<file path="src/rtl/mult_pkg.sv">
// Shared types and constants for the radix-4 sequential multiplier.
// Holds the FSM state enum, digit width and CALC cycle count helper.
package mult_pkg;

  typedef enum logic [1:0] {
    IDLE,
    CALC,
    DONE
  } state_t;

  localparam int DIGIT_W = 2;

  function automatic int calc_cycles(input int width);
    return width / DIGIT_W;
  endfunction

endpackage

</file>
<file path="src/rtl/mult_digit_pp.sv">
// Combinational WIDTH x 2-bit partial product: 0, A, 2A or 3A.
// Ports: a (multiplicand), digit (2-bit multiplier digit), pp (WIDTH+2 result).
module mult_digit_pp
  import mult_pkg::*;
#(
  parameter int WIDTH = 8
) (
  input  logic [WIDTH-1:0]   a,
  input  logic [DIGIT_W-1:0] digit,
  output logic [WIDTH+1:0]   pp
);

  always_comb begin
    pp = '0;
    unique case (digit)
      2'd0: pp = '0;
      2'd1: pp = {2'b00, a};
      2'd2: pp = {1'b0, a, 1'b0};
      default: pp = {2'b00, a} + {1'b0, a, 1'b0};
    endcase
  end

endmodule

</file>
<file path="src/rtl/seq_mult_radix4.sv">
// Unsigned iterative multiplier, one 2-bit digit per cycle, valid/ready I/O.
// Ports: clk, rst (sync, active-high), in_valid/in_ready/a/b,
// out_valid/out_ready/product. Option: EARLY_TERM_EN ends CALC once
// the remaining multiplier digits are all zero.
module seq_mult_radix4
  import mult_pkg::*;
#(
  parameter int WIDTH = 8
) (
  input  logic               clk,
  input  logic               rst,
  input  logic               in_valid,
  output logic               in_ready,
  input  logic [WIDTH-1:0]   a,
  input  logic [WIDTH-1:0]   b,
  output logic               out_valid,
  input  logic               out_ready,
  output logic [2*WIDTH-1:0] product
);

  localparam int NCYC = calc_cycles(WIDTH);
  localparam int CW   = (NCYC > 1) ? $clog2(NCYC) : 1;

  state_t               state;
  logic [WIDTH-1:0]     a_r;
  logic [WIDTH-1:0]     b_r;
  logic [2*WIDTH-1:0]   acc;
  logic [CW-1:0]        cnt;

  logic [WIDTH+1:0]     pp;
  logic [2*WIDTH-1:0]   pp_sh;
  logic [2*WIDTH-1:0]   acc_nxt;
  logic                 last;

  mult_digit_pp #(
    .WIDTH (WIDTH)
  ) u_pp (
    .a     (a_r),
    .digit (b_r[DIGIT_W-1:0]),
    .pp    (pp)
  );

  // Digit weight is 4^cnt, i.e. a left shift by 2*cnt.
  assign pp_sh   = {{(WIDTH-2){1'b0}}, pp} << {cnt, 1'b0};
  assign acc_nxt = acc + pp_sh;

`ifdef EARLY_TERM_EN
  // Remaining digits zero: further cycles would only add zero.
  assign last = (cnt == CW'(NCYC-1)) ||
                (b_r[WIDTH-1:DIGIT_W] == '0);
`else
  assign last = (cnt == CW'(NCYC-1));
`endif

  always_ff @(posedge clk) begin
    if (rst) begin
      state     <= IDLE;
      in_ready  <= 1'b1;
      out_valid <= 1'b0;
      product   <= '0;
      a_r       <= '0;
      b_r       <= '0;
      acc       <= '0;
      cnt       <= '0;
    end else begin
      unique case (state)
        IDLE: begin
          if (in_valid) begin
            a_r      <= a;
            b_r      <= b;
            acc      <= '0;
            cnt      <= '0;
            in_ready <= 1'b0;
            state    <= CALC;
          end
        end
        CALC: begin
          acc <= acc_nxt;
          b_r <= b_r >> DIGIT_W;
          cnt <= cnt + CW'(1);
          if (last) begin
            product   <= acc_nxt;
            out_valid <= 1'b1;
            state     <= DONE;
          end
        end
        DONE: begin
          if (out_ready) begin
            out_valid <= 1'b0;
            in_ready  <= 1'b1;
            state     <= IDLE;
          end
        end
        default: state <= IDLE;
      endcase
    end
  end

endmodule

</file>
<file path="config.mk">
export PLATFORM = sky130hd
export DESIGN_NAME = seq_mult_radix4
export DESIGN_NICKNAME = d
export VERILOG_FILES = /design/src/rtl/mult_pkg.sv /design/src/rtl/mult_digit_pp.sv /design/src/rtl/seq_mult_radix4.sv
export SDC_FILE = /design/constraint.sdc
export NUM_CORES = 1
export LEC_CHECK = 0
export CORE_AREA = 2 2 81 83
export DETAILED_ROUTE_END_ITERATION = 6
export DIE_AREA = 0 0 83 85
export PLACE_DENSITY = 0.92
export SYNTH_ARGS = -nofsm -noshare
export SYNTH_HDL_FRONTEND = slang
export SYNTH_HIERARCHICAL = 1
export SYNTH_SLANG_ARGS = --single-unit
</file>
<file path="constraint.sdc">
create_clock -name clk -period 5.86 [get_ports clk]
set_input_delay 0.879 -clock clk [delete_from_list [all_inputs] [get_ports clk]]
set_output_delay 0.879 -clock clk [all_outputs]
set_load 0.03 [all_outputs]
</file>
# [After elaboration in Yosys (flattened, before gate mapping)]
# Cells that the tools add are included.
[op_classes] muxes=17 reduce_logical=11 eq_ne=8 div=0 bitwise_logic=0 addsub=3 shift=1 magnitude_cmp=0 n_mul=0
[ops] cell="one-hot mux 16 bit (2 select lines)" count=1
[ops] cell="one-hot mux 10 bit (3 select lines)" count=1
[ops] cell="adder 16 bit" count=1
[ops] cell="two-way mux 16 bit" count=1
[ops] cell="one-hot mux 8 bit (2 select lines)" count=1
[ops] cell="<< shifter 10 x 3 -> 16 bit" count=1
[ops] cell="adder 8 x 9 -> 10 bit" count=1
[ops] cell="AND reduction 3 bit" count=3
[ops] cell="two-way mux 2 bit" count=4
[ops] cell="two-way mux 8 bit" count=1
[ops] cell="equality test 2 bit (second input constant)" count=3
[ops] cell="inequality test 2 bit (second input constant)" count=3
[ops] cell="one-hot mux 2 bit (3 select lines)" count=1
[ops] cell="AND reduction 2 bit" count=3
[ops] cell="nonzero test 2 bit" count=3
[ops] cell="equality test 2 x 1 -> 1 bit (second input constant)" count=2
[ops] cell="zero test 2 bit" count=2
[ops] cell="two-way mux 1 bit" count=4
[ops] cell="one-hot mux 1 bit (2 select lines)" count=2
[ops] cell="one-hot mux 2 bit (2 select lines)" count=1
[ops] cell="adder 2 x 1 -> 2 bit (second input constant)" count=1
[word_totals] memories=0 output_inout_bits=18 regBits=54 in_bits=20 latchBits=0 ram_bits=0 wordCells=48 rom_bits=0

# [Depth between registers and ports, before layout]
# Gate-level depths: netlist of the first run.
[logic_depth] word_depth=5 mapped_depth=18 ltp_nobuf=17

# [Cells and area by module]
# Netlist of the first run, hierarchy kept.
[modules_own_cells] mod="seq_mult_radix4" area_per_inst_um2=3095.5 seq_area_each_um2=1081.0 instances=1 cells_each=381
[modules_own_cells] mod="mult_digit_pp" area_per_inst_um2=501.7 seq_area_each_um2=0.0 instances=1 cells_each=61

# [Worst setup path before layout of the first run]
# OpenSTA, ideal clock, no wires.
[synth_path] path_type="register to register" start="register a_r[1]" end="register acc[14]" arrival_ps=3635 setup_slack_ps=2109 setup_time_ps=116 period_less_slack_ps=3751 n_path_buf=1 path_stages_with_launch=17 required_time_ps=5744 cell_sequence="dfxtp_1 ha_1 fa_1 a211oi_2 o21bai_1 a21o_1 a21oi_1 nor2_1 mux2_2 a22o_1 ha_1 clkbuf_2 a211oi_1 o211ai_1 a221oi_1 nand3_1 a31o_2"
[synth_via] elab_chain_len=5
[synth_rtl] element="start: declaration" line_no="seq_mult_radix4.sv:25" text="logic [WIDTH-1:0] a_r;"
[synth_rtl] element="start signal: assignment" line_no="seq_mult_radix4.sv:61" text="a_r <= '0;"
[synth_rtl] element="start signal: assignment" line_no="seq_mult_radix4.sv:69" text="a_r <= a;"
[synth_rtl] element="adder 8 x 9 -> 10 bit" line_no="mult_digit_pp.sv:19" text="default: pp = {2'b00, a} + {1'b0, a, 1'b0};"
[synth_rtl] element="one-hot mux 10 bit (3 select lines)" line_no="mult_digit_pp.sv:15" text="unique case (digit)"
[synth_rtl] element="via pp[9]" line_no="seq_mult_radix4.sv:30" text="logic [WIDTH+1:0] pp;"
[synth_rtl] element="<< shifter 10 x 3 -> 16 bit" line_no="seq_mult_radix4.sv:44" text="assign pp_sh = {{(WIDTH-2){1'b0}}, pp} << {cnt, 1'b0};"
[synth_rtl] element="adder 16 bit" line_no="seq_mult_radix4.sv:45" text="assign acc_nxt = acc + pp_sh;"
[synth_rtl] element="one-hot mux 16 bit (2 select lines)" line_no="seq_mult_radix4.sv:66" text="unique case (state)"
[synth_rtl] element="end signal: assignment" line_no="seq_mult_radix4.sv:78" text="acc <= acc_nxt;"
[synth_rtl] element="end: declaration" line_no="seq_mult_radix4.sv:27" text="logic [2*WIDTH-1:0] acc;"
# The timed path passes the listed nets, and every way through them passes these cells.
# A chain may end at the register's enable or synchronous reset.

# [Worst setup path after layout of the first run]
[layout_path] start="register a_r[1]" end="register product[15]"
[layout_via] elab_chain_len=4
[layout_rtl] element="adder 8 x 9 -> 10 bit" line_no="mult_digit_pp.sv:19"
[layout_rtl] element="one-hot mux 10 bit (3 select lines)" line_no="mult_digit_pp.sv:15"
[layout_rtl] element="via pp[9]" line_no="seq_mult_radix4.sv:30"
[layout_rtl] element="<< shifter 10 x 3 -> 16 bit" line_no="seq_mult_radix4.sv:44"
[layout_rtl] element="adder 16 bit" line_no="seq_mult_radix4.sv:45"
[layout_rtl] element="end signal: assignment" line_no="seq_mult_radix4.sv:82" text="product <= acc_nxt;"
[layout_rtl] element="end: declaration" line_no="seq_mult_radix4.sv:18" text="output logic [2*WIDTH-1:0] product"
# The timed path passes the listed nets, and every way through them passes these cells.

==> results of run 1 <==
==> synthesized netlist by cell type, types with 5 or more instances <==
| library cell | count |
|---|---|
| inv_1 | 9 |
| a22oi_1 | 7 |
| xor2_1 | 8 |
| clkbuf_1 | 13 |
| a311oi_1 | 6 |
| o21ai_0 | 14 |
| xnor2_1 | 10 |
| dfxtp_1 | 54 |
| nand3_1 | 13 |
| a21oi_1 | 56 |
| nor2b_1 | 7 |
| nand2_1 | 71 |
| ha_1 | 24 |
| nor2_1 | 33 |
| mux2i_1 | 10 |
| a22o_1 | 11 |
| a21o_1 | 5 |
==> routing by layer <==
layer / GRT usage (%) / part of all wire [%]
met1: 31.7 / 45
met2: 42.6 / 48
met3: 3.31 / 6.2
met4: 7.45 / 1.1
met5: 0 / 0
==> cells in the final DEF, fill, tap and decap left out, drive strengths merged, types with 3 or more instances in the layout <==
master / count
nand2: 73
a21oi: 57
dfxtp: 54
clkdlybuf4s50: 37
nor2: 33
ha: 24
o21ai: 16
nand3: 13
a22o: 11
mux2i: 10
xnor2: 10
inv: 10
xor2: 8
nor2b: 7
a22oi: 7
a311oi: 6
clkbuf: 6
a21o: 6
mux2: 4
nand2b: 4
and2: 4
o211ai: 4
nor3: 4
a211o: 4
and3: 3
a31o: 3
o21bai: 3
nor3b: 3
a211oi: 3
a31oi: 3
==> per-stage QoR <==
stage | instances | setup slack, ns | instance area [um^2] | power, uW | utilization, %
6_report | 537 | 1.76 | 4030 | 814 | 64.9
5_1_grt | 537 | 1.33 | 4030 | 847 | 64.9
4_1_cts | 537 | 1.82 | 4030 | 814 | 64.9
3_5_place_dp | 529 | 1.84 | 3910 | 551 | 63.0
3_3_place_gp | 529 | 1.99 | 3910 | 546 | 63.0
2_1_floorplan | 442 | 2.11 | 3600 | 516 | -
==> worst min path at each step <==
stage	endpoint	slack [ns]	cells past startpoint	startpoint
after floorplan	acc[0]	0.45	2	acc[0]
after global placement	product[10]	0.44	2	product[10]
after detailed placement	product[1]	0.45	2	product[1]
after CTS	product[1]	0.47	2	product[1]
after global routing	product[1]	0.49	2	product[1]
final	product[10]	0.47	2	product[10]
==> kinds of logic (layout without fill, tap and decap cells) <==
kind of cell,count (synthesis),in the layout
multiplexers,14,14
buffers and inverters,37,55
AND/OR/NAND/NOR,156,156
AO/OA/AOI/OAI,137,137
XOR/XNOR,18,18
adder cells (fa/ha/maj),26,26
flip-flops,54,54
==> layout make-up <==
type	count	area, um^2	share of cell area, %
clock buffers	6	82.6	2.05
clock inverters	2	38.8	0.963
inverters	9	33.8	0.839
multi-input cells	351	2320	57.5
flip-flops and latches	54	1080	26.8
well taps	77	96.3	2.39
repair buffers	38	378	9.38
==> power groups by stage <==
stage                     registers [uW]  logic, uW  clock network, uW
after floorplan                      400        116                  0
after global placement               408        139                  0
after detailed placement             409        142                  0
after CTS                            400        143                270
after global routing                 403        159                284
final                                400        145                269
==> flip-flops by register name, summed over array words and instances, names as in the netlist <==
| name | cells |
|---|---|
| state | 2 |
| b_r | 8 |
| out_valid | 1 |
| in_ready | 1 |
| a_r | 8 |
| cnt | 2 |
| acc | 16 |
| product | 16 |
==> worst max-delay path, delay by kind of cell, from the launching register on <==
| kind | cells | cell delay (ns) |
|---|---|---|
| AOI/OAI and AO/OA | 9 | 1.53 |
| xor gates and xnor gates | 1 | 0.26 |
| adders and majority gates | 3 | 1.18 |
| DFF | 1 | 0.38 |
| muxes | 1 | 0.27 |
| and+or+nand+nor | 3 | 0.35 |
==> results.py, run 1 <==
metrics = {
    "critical_path": {
        "crit_top_cell": "a21oi_1",
        "cp_slowest_cell": "ha_1",
        "ff2ff_path_depth": 17,
        "crit_required_ns": 6.04,
        "critPathCaptureType": "flip-flop",
        "cpPeakStageDelay_ns": 0.48,
        "crit_type": "reg2reg",
        "r2r-end": "product[15]",
        "crit_chain": "ha_1 -> fa_1 -> a211oi_2 -> o21bai_1 -> a21o_1 -> a21oi_1 -> nor2_1 -> mux2_2 -> nor2_1 -> a21oi_1 -> ha_1 -> nand2_1 -> o21ai_0 -> a21oi_1 -> o41ai_2 -> xor2_1 -> a21oi_1",
        "critical_path_arrival_ns": 4.28,
        "cp_max_fo": 8,
        "reg2reg_slack_ns": 1.76,
        "start_kind": "flip-flop",
        "startpoint": "a_r[1]",
        "cp-endpoint": "product[15]",
        "r2r-start": "a_r[1]",
    },
    "grt": {
        "grt_pass1_vias": 3140,
        "overflow": 0,
        "grt_pass1_wl_um": 14400,
        "grt_max_degree": 49,
        "grt_usage_pct": 24.5,
        "antenna_found_initial": 0,
    },
    "synthesis": {
        "syn_area_per_cell_um2": 8.14,
        "yosysTopAreaCell": "dfxtp_1",
        "synth_top_family_by_area": "compound AO/OA/AOI/OAI gates",
        "synthArstFlopShare_pct": 0,
        "synth_nets": 488,
        "synthTopCellsByArea": "dfxtp_1 (30%), ha_1 (8.3%), a21oi_1 (7.8%), nand2_1 (7.4%), nor2_1 (3.4%)",
        "synthMuxAreaShare_pct": 4.03,
        "synth_area_um2": 3600,
        "synth_compound_area_share_pct": 26.3,
        "ys_ff_latch": 54,
        "yosys.area_share.simple_pct": 20.2,
        "synth-edff-count": 0,
        "seq_area_frac_synth_pct": 30.1,
        "synth_xor_area_share_pct": 4.38,
        "synthCells": 442,
        "yosys_warnings": 6,
        "netlist-cell-type-count": 65,
        "synth_top_area_share_pct": 30.1,
        "synth_flop_cell": "dfxtp_1",
        "synthAdderAreaFrac_pct": 9.46,
    },
    "drt": {
        "via_per_inst": 6.06,
        "wl_per_cell_um": 15.8,
        "wirelength_um": 8470,
        "drt_iter0_drc": 267,
        "drc": 0,
        "antenna_left": 0,
        "vias": 3252,
        "drtPass1Iterations": 5,
    },
    "sta": {
        "holdWs_ns": 0.465,
        "max_freq_mhz": 244,
        "finalHoldViolCount": 0,
        "setup_tns_ns": 0,
        "finalSetupViolations": 0,
        "max_slew.worst_pin.slew_ns": 1.16,
        "layout_min_cycle_time_ns": 4.10,
        "relSlewSlack_pct": 22.5,
        "finClkSkew_ns": 0.00594,
        "slew_viol_final": 0,
        "grt_setup_unrepaired": "false",
        "fin_crit_sh_pct": 69.9,
    },
    "pwr": {
        "p_comb_share_pct": 17.8,
        "p_per_area_nw_per_um2": 202,
        "intPower_uw": 581,
        "clock_power_share_pct": 33.0,
        "seqPwrFrac_pct": 49.2,
        "vdd.ir_drop.worst_mv": 0.145,
        "leakagePower_uw": 0.00163,
        "switching_power_uw": 233,
        "p_sw_share_pct": 28.6,
    },
    "cells_and_area": {
        "layout-drive-gt1-share_pct": 7.17,
        "layout.nets": 505,
        "syn2layout_area_growth_pct": 12.0,
        "num_antenna_cells": 0,
        "n_fill_cell": 492,
    },
    "clock_tree": {
        "cts_root_buf": "clkbuf_8",
        "numClockSinks": 54,
        "cts_buffer_depth": 2,
        "cts.reportedPaths.clkPinSlew_ns": 0.10,
        "cts-buffers-inserted": 5,
        "ctsHoldBuffers": 0,
        "clk_latency_ns": 0.31,
        "post-cts-setup-buffers": 0,
        "cts_resized": 0,
        "h-tree-depth": 2,
        "cts_tree": "done",
    },
    "run_status": {
        "run_status": "finished, final reports clean",
    },
    "worst_hold_path": {
        "hp-class": "reg2reg",
    },
    "placement": {
        "io_buffer_count": 37,
        "hpwlAfterDp_um": 6240,
        "place_congestion": 0.898,
    },
    "floorplan": {
        "die_w_um": 83,
        "ios": 38,
        "start_util_pct": 58.0,
        "die_h_um": 85,
        "std_cell_rows": 29,
        "core_um2": 6200,
        "die-area_um2": 7060,
    },
    "flow_run": {
        "drv_cap": 0,
    },
}
No activity file was read; power rests on OpenSTA's default activity.
==> inputs of run 2 (changes only) <==
--- a/config.mk
+++ b/config.mk
@@ -5,10 +5,10 @@
 export SDC_FILE = /design/constraint.sdc
 export NUM_CORES = 1
 export LEC_CHECK = 0
-export CORE_AREA = 2 2 81 83
+export CORE_AREA = 2 2 83 85
 export DETAILED_ROUTE_END_ITERATION = 6
-export DIE_AREA = 0 0 83 85
-export PLACE_DENSITY = 0.92
+export DIE_AREA = 0 0 85 87
+export PLACE_DENSITY = 0.88
 export SYNTH_ARGS = -nofsm -noshare
 export SYNTH_HDL_FRONTEND = slang
 export SYNTH_HIERARCHICAL = 1
==> constraint.sdc (replaced) <==
create_clock -name clk -period 3.8 [get_ports clk]
set_input_delay 0.57 -clock clk [delete_from_list [all_inputs] [get_ports clk]]
set_output_delay 0.57 -clock clk [all_outputs]
set_load 0.03 [all_outputs]
==> results.py, run 2 (synthesis gave the netlist of run 1 again) <==
metrics = {
    "sta": {
        "slew_viol_final": 0,
        "layout_min_cycle_time_ns": 3.72,
        "fin_crit_sh_pct": 97.9,
        "max_freq_mhz": 269,
        "finalHoldViolCount": 0,
        "relSlewSlack_pct": 54.2,
        "max_slew.worst_pin.slew_ns": 0.686,
        "finalSetupViolations": 0,
        "finClkSkew_ns": 0.0122,
        "grt_setup_unrepaired": "true",
    },
    "floorplan": {
        "die_w_um": 85,
        "die-area_um2": 7400,
        "ios": 38,
        "start_util_pct": 54.8,
        "std_cell_rows": 30,
        "core_um2": 6570,
        "die_h_um": 87,
    },
    "drt": {
        "wirelength_um": 8990,
        "top_layer": "met4",
        "wl_per_cell_um": 15.9,
        "vias": 3407,
        "via_per_inst": 6.04,
        "antenna_left": 0,
        "wl_met1_um": 3970,
        "drtPass1Iterations": 5,
        "drt_iter0_drc": 253,
        "wl_met2_um": 4390,
        "drc": 0,
        "dr_wl_met3_um": 522,
    },
    "clock_tree": {
        "cts.reportedPaths.clkPinSlew_ns": 0.10,
        "clk_latency_ns": 0.31,
        "cts_buffer_depth": 2,
        "numClockSinks": 54,
        "h-tree-depth": 2,
        "cts_tree": "done",
        "cts-buffers-inserted": 5,
        "cts_root_buf": "clkbuf_8",
        "ctsHoldBuffers": 0,
    },
    "pwr": {
        "p_per_area_nw_per_um2": 281,
        "vdd.ir_drop.worst_mv": 0.308,
        "leakagePower_uw": 0.00181,
        "power_uw": 1220,
    },
    "cells_and_area": {
        "largestRegisters": "acc x16, product x16",
        "layout.nets": 529,
        "final_cell_mix": "nand2_1 (69), dfxtp_1 (51), a21oi_1 (49)",
        "num_antenna_cells": 0,
        "syn2layout_area_growth_pct": 20.8,
        "layout-drive-gt1-share_pct": 16.9,
        "layout_commonest_cell": "nand2_1",
        "design_area_um2": 4340,
    },
    "critical_path": {
        "crit_required_ns": 4.06,
        "crit_type": "reg2reg",
        "start_kind": "flip-flop",
        "cp_max_fo": 4,
        "critPathCaptureType": "flip-flop",
        "ff2ff_path_depth": 14,
        "critical_path_arrival_ns": 3.97,
    },
    "placement": {
        "io_buffer_count": 37,
        "dpl_cell_area_um2": 4050,
        "place_congestion": 0.949,
        "hpwlAfterDp_um": 6390,
    },
    "worst_hold_path": {
        "holdPathStages": 2,
        "hp-class": "reg2reg",
    },
    "run_status": {
        "run_status": "finished, final reports clean",
    },
    "grt": {
        "grt_max_degree": 27,
        "grt_pass1_wl_um": 14500,
        "grt_pass1_vias": 3162,
        "overflow": 0,
        "grt_usage_pct": 23.9,
        "antenna_found_initial": 0,
    },
    "flow_run": {
        "drv_cap": 0,
    },
}
[run 2: cell count changes in the layout (fill, tap and decap cells not counted), sizes merged]
cell | before | now
bufinv | 1 | 0
buf | 1 | 25
inv | 10 | 9
clkinv | 0 | 2
[run 2: critical path: stages (launching register included)]
cell and delay [ns]:
dfxtp_2 0.35, ha_2 0.21, fa_2 0.43, a21o_2 0.23, a211o_1 0.28, o211ai_1 0.08
a31oi_1 0.15, mux2_2 0.32, a22o_1 0.25, ha_4 0.32, o21ai_1 0.11, a22o_1 0.27
or3_1 0.31, a31o_2 0.23, a21oi_1 0.11
[run 2: power by group]
group / switching, uW / internal [uW]
clock: 196 / 150
combinational: 147 / 116
sequential: 24.8 / 587
[run 2: final cells by class]
class	instances	area [um^2]
clock buffers	6	82.6
inverters	9	33.8
well taps	80	100
multi-input cells	351	2460
fillers	485	2220
clock inverters	2	17.5
flip-flops and latches	54	1080
repair buffers	62	562
[run 2: worst paths after layout]
kind,from,end,slack [ns]
min reg2reg,product[8],product[8],0.46
min,product[8],product[8],0.46
max reg2reg,a_r[0],product[12],0.08
max,a_r[0],product[12],0.08
[run 2: what timing repair did]
action | in CTS | in global routing
pin swaps | 2 | 17
resized for setup | 9 | 28
setup endpoints to repair | 5 | 15
setup buffers | 1 | 5
[run 2: through the flow]
| step | setup WS (ns) | setup TNS [ns] | hold WS (ns) | util (%) | std cells |
|---|---|---|---|---|---|
| final | 0.0803 | 0 | 0.465 | 66.1 | 564 |
| after global routing | -0.0385 | -0.115 | 0.485 | 66.1 | 564 |
| after CTS | 0.00211 | 0 | 0.468 | 63.8 | 559 |
| after detailed placement | -0.0846 | -0.153 | 0.451 | 61.6 | 550 |
| after global placement | 0.0248 | 0 | 0.446 | 61.6 | 550 |
| after floorplan | 0.0488 | 0 | 0.452 | - | 442 |
[run 2: metal layers]
layer	track usage [%]	vias up
met2	41.0	126
met1	31.8	1604
met4	6.49	0
li1	-	1664
met5	0	-
met3	2.84	13
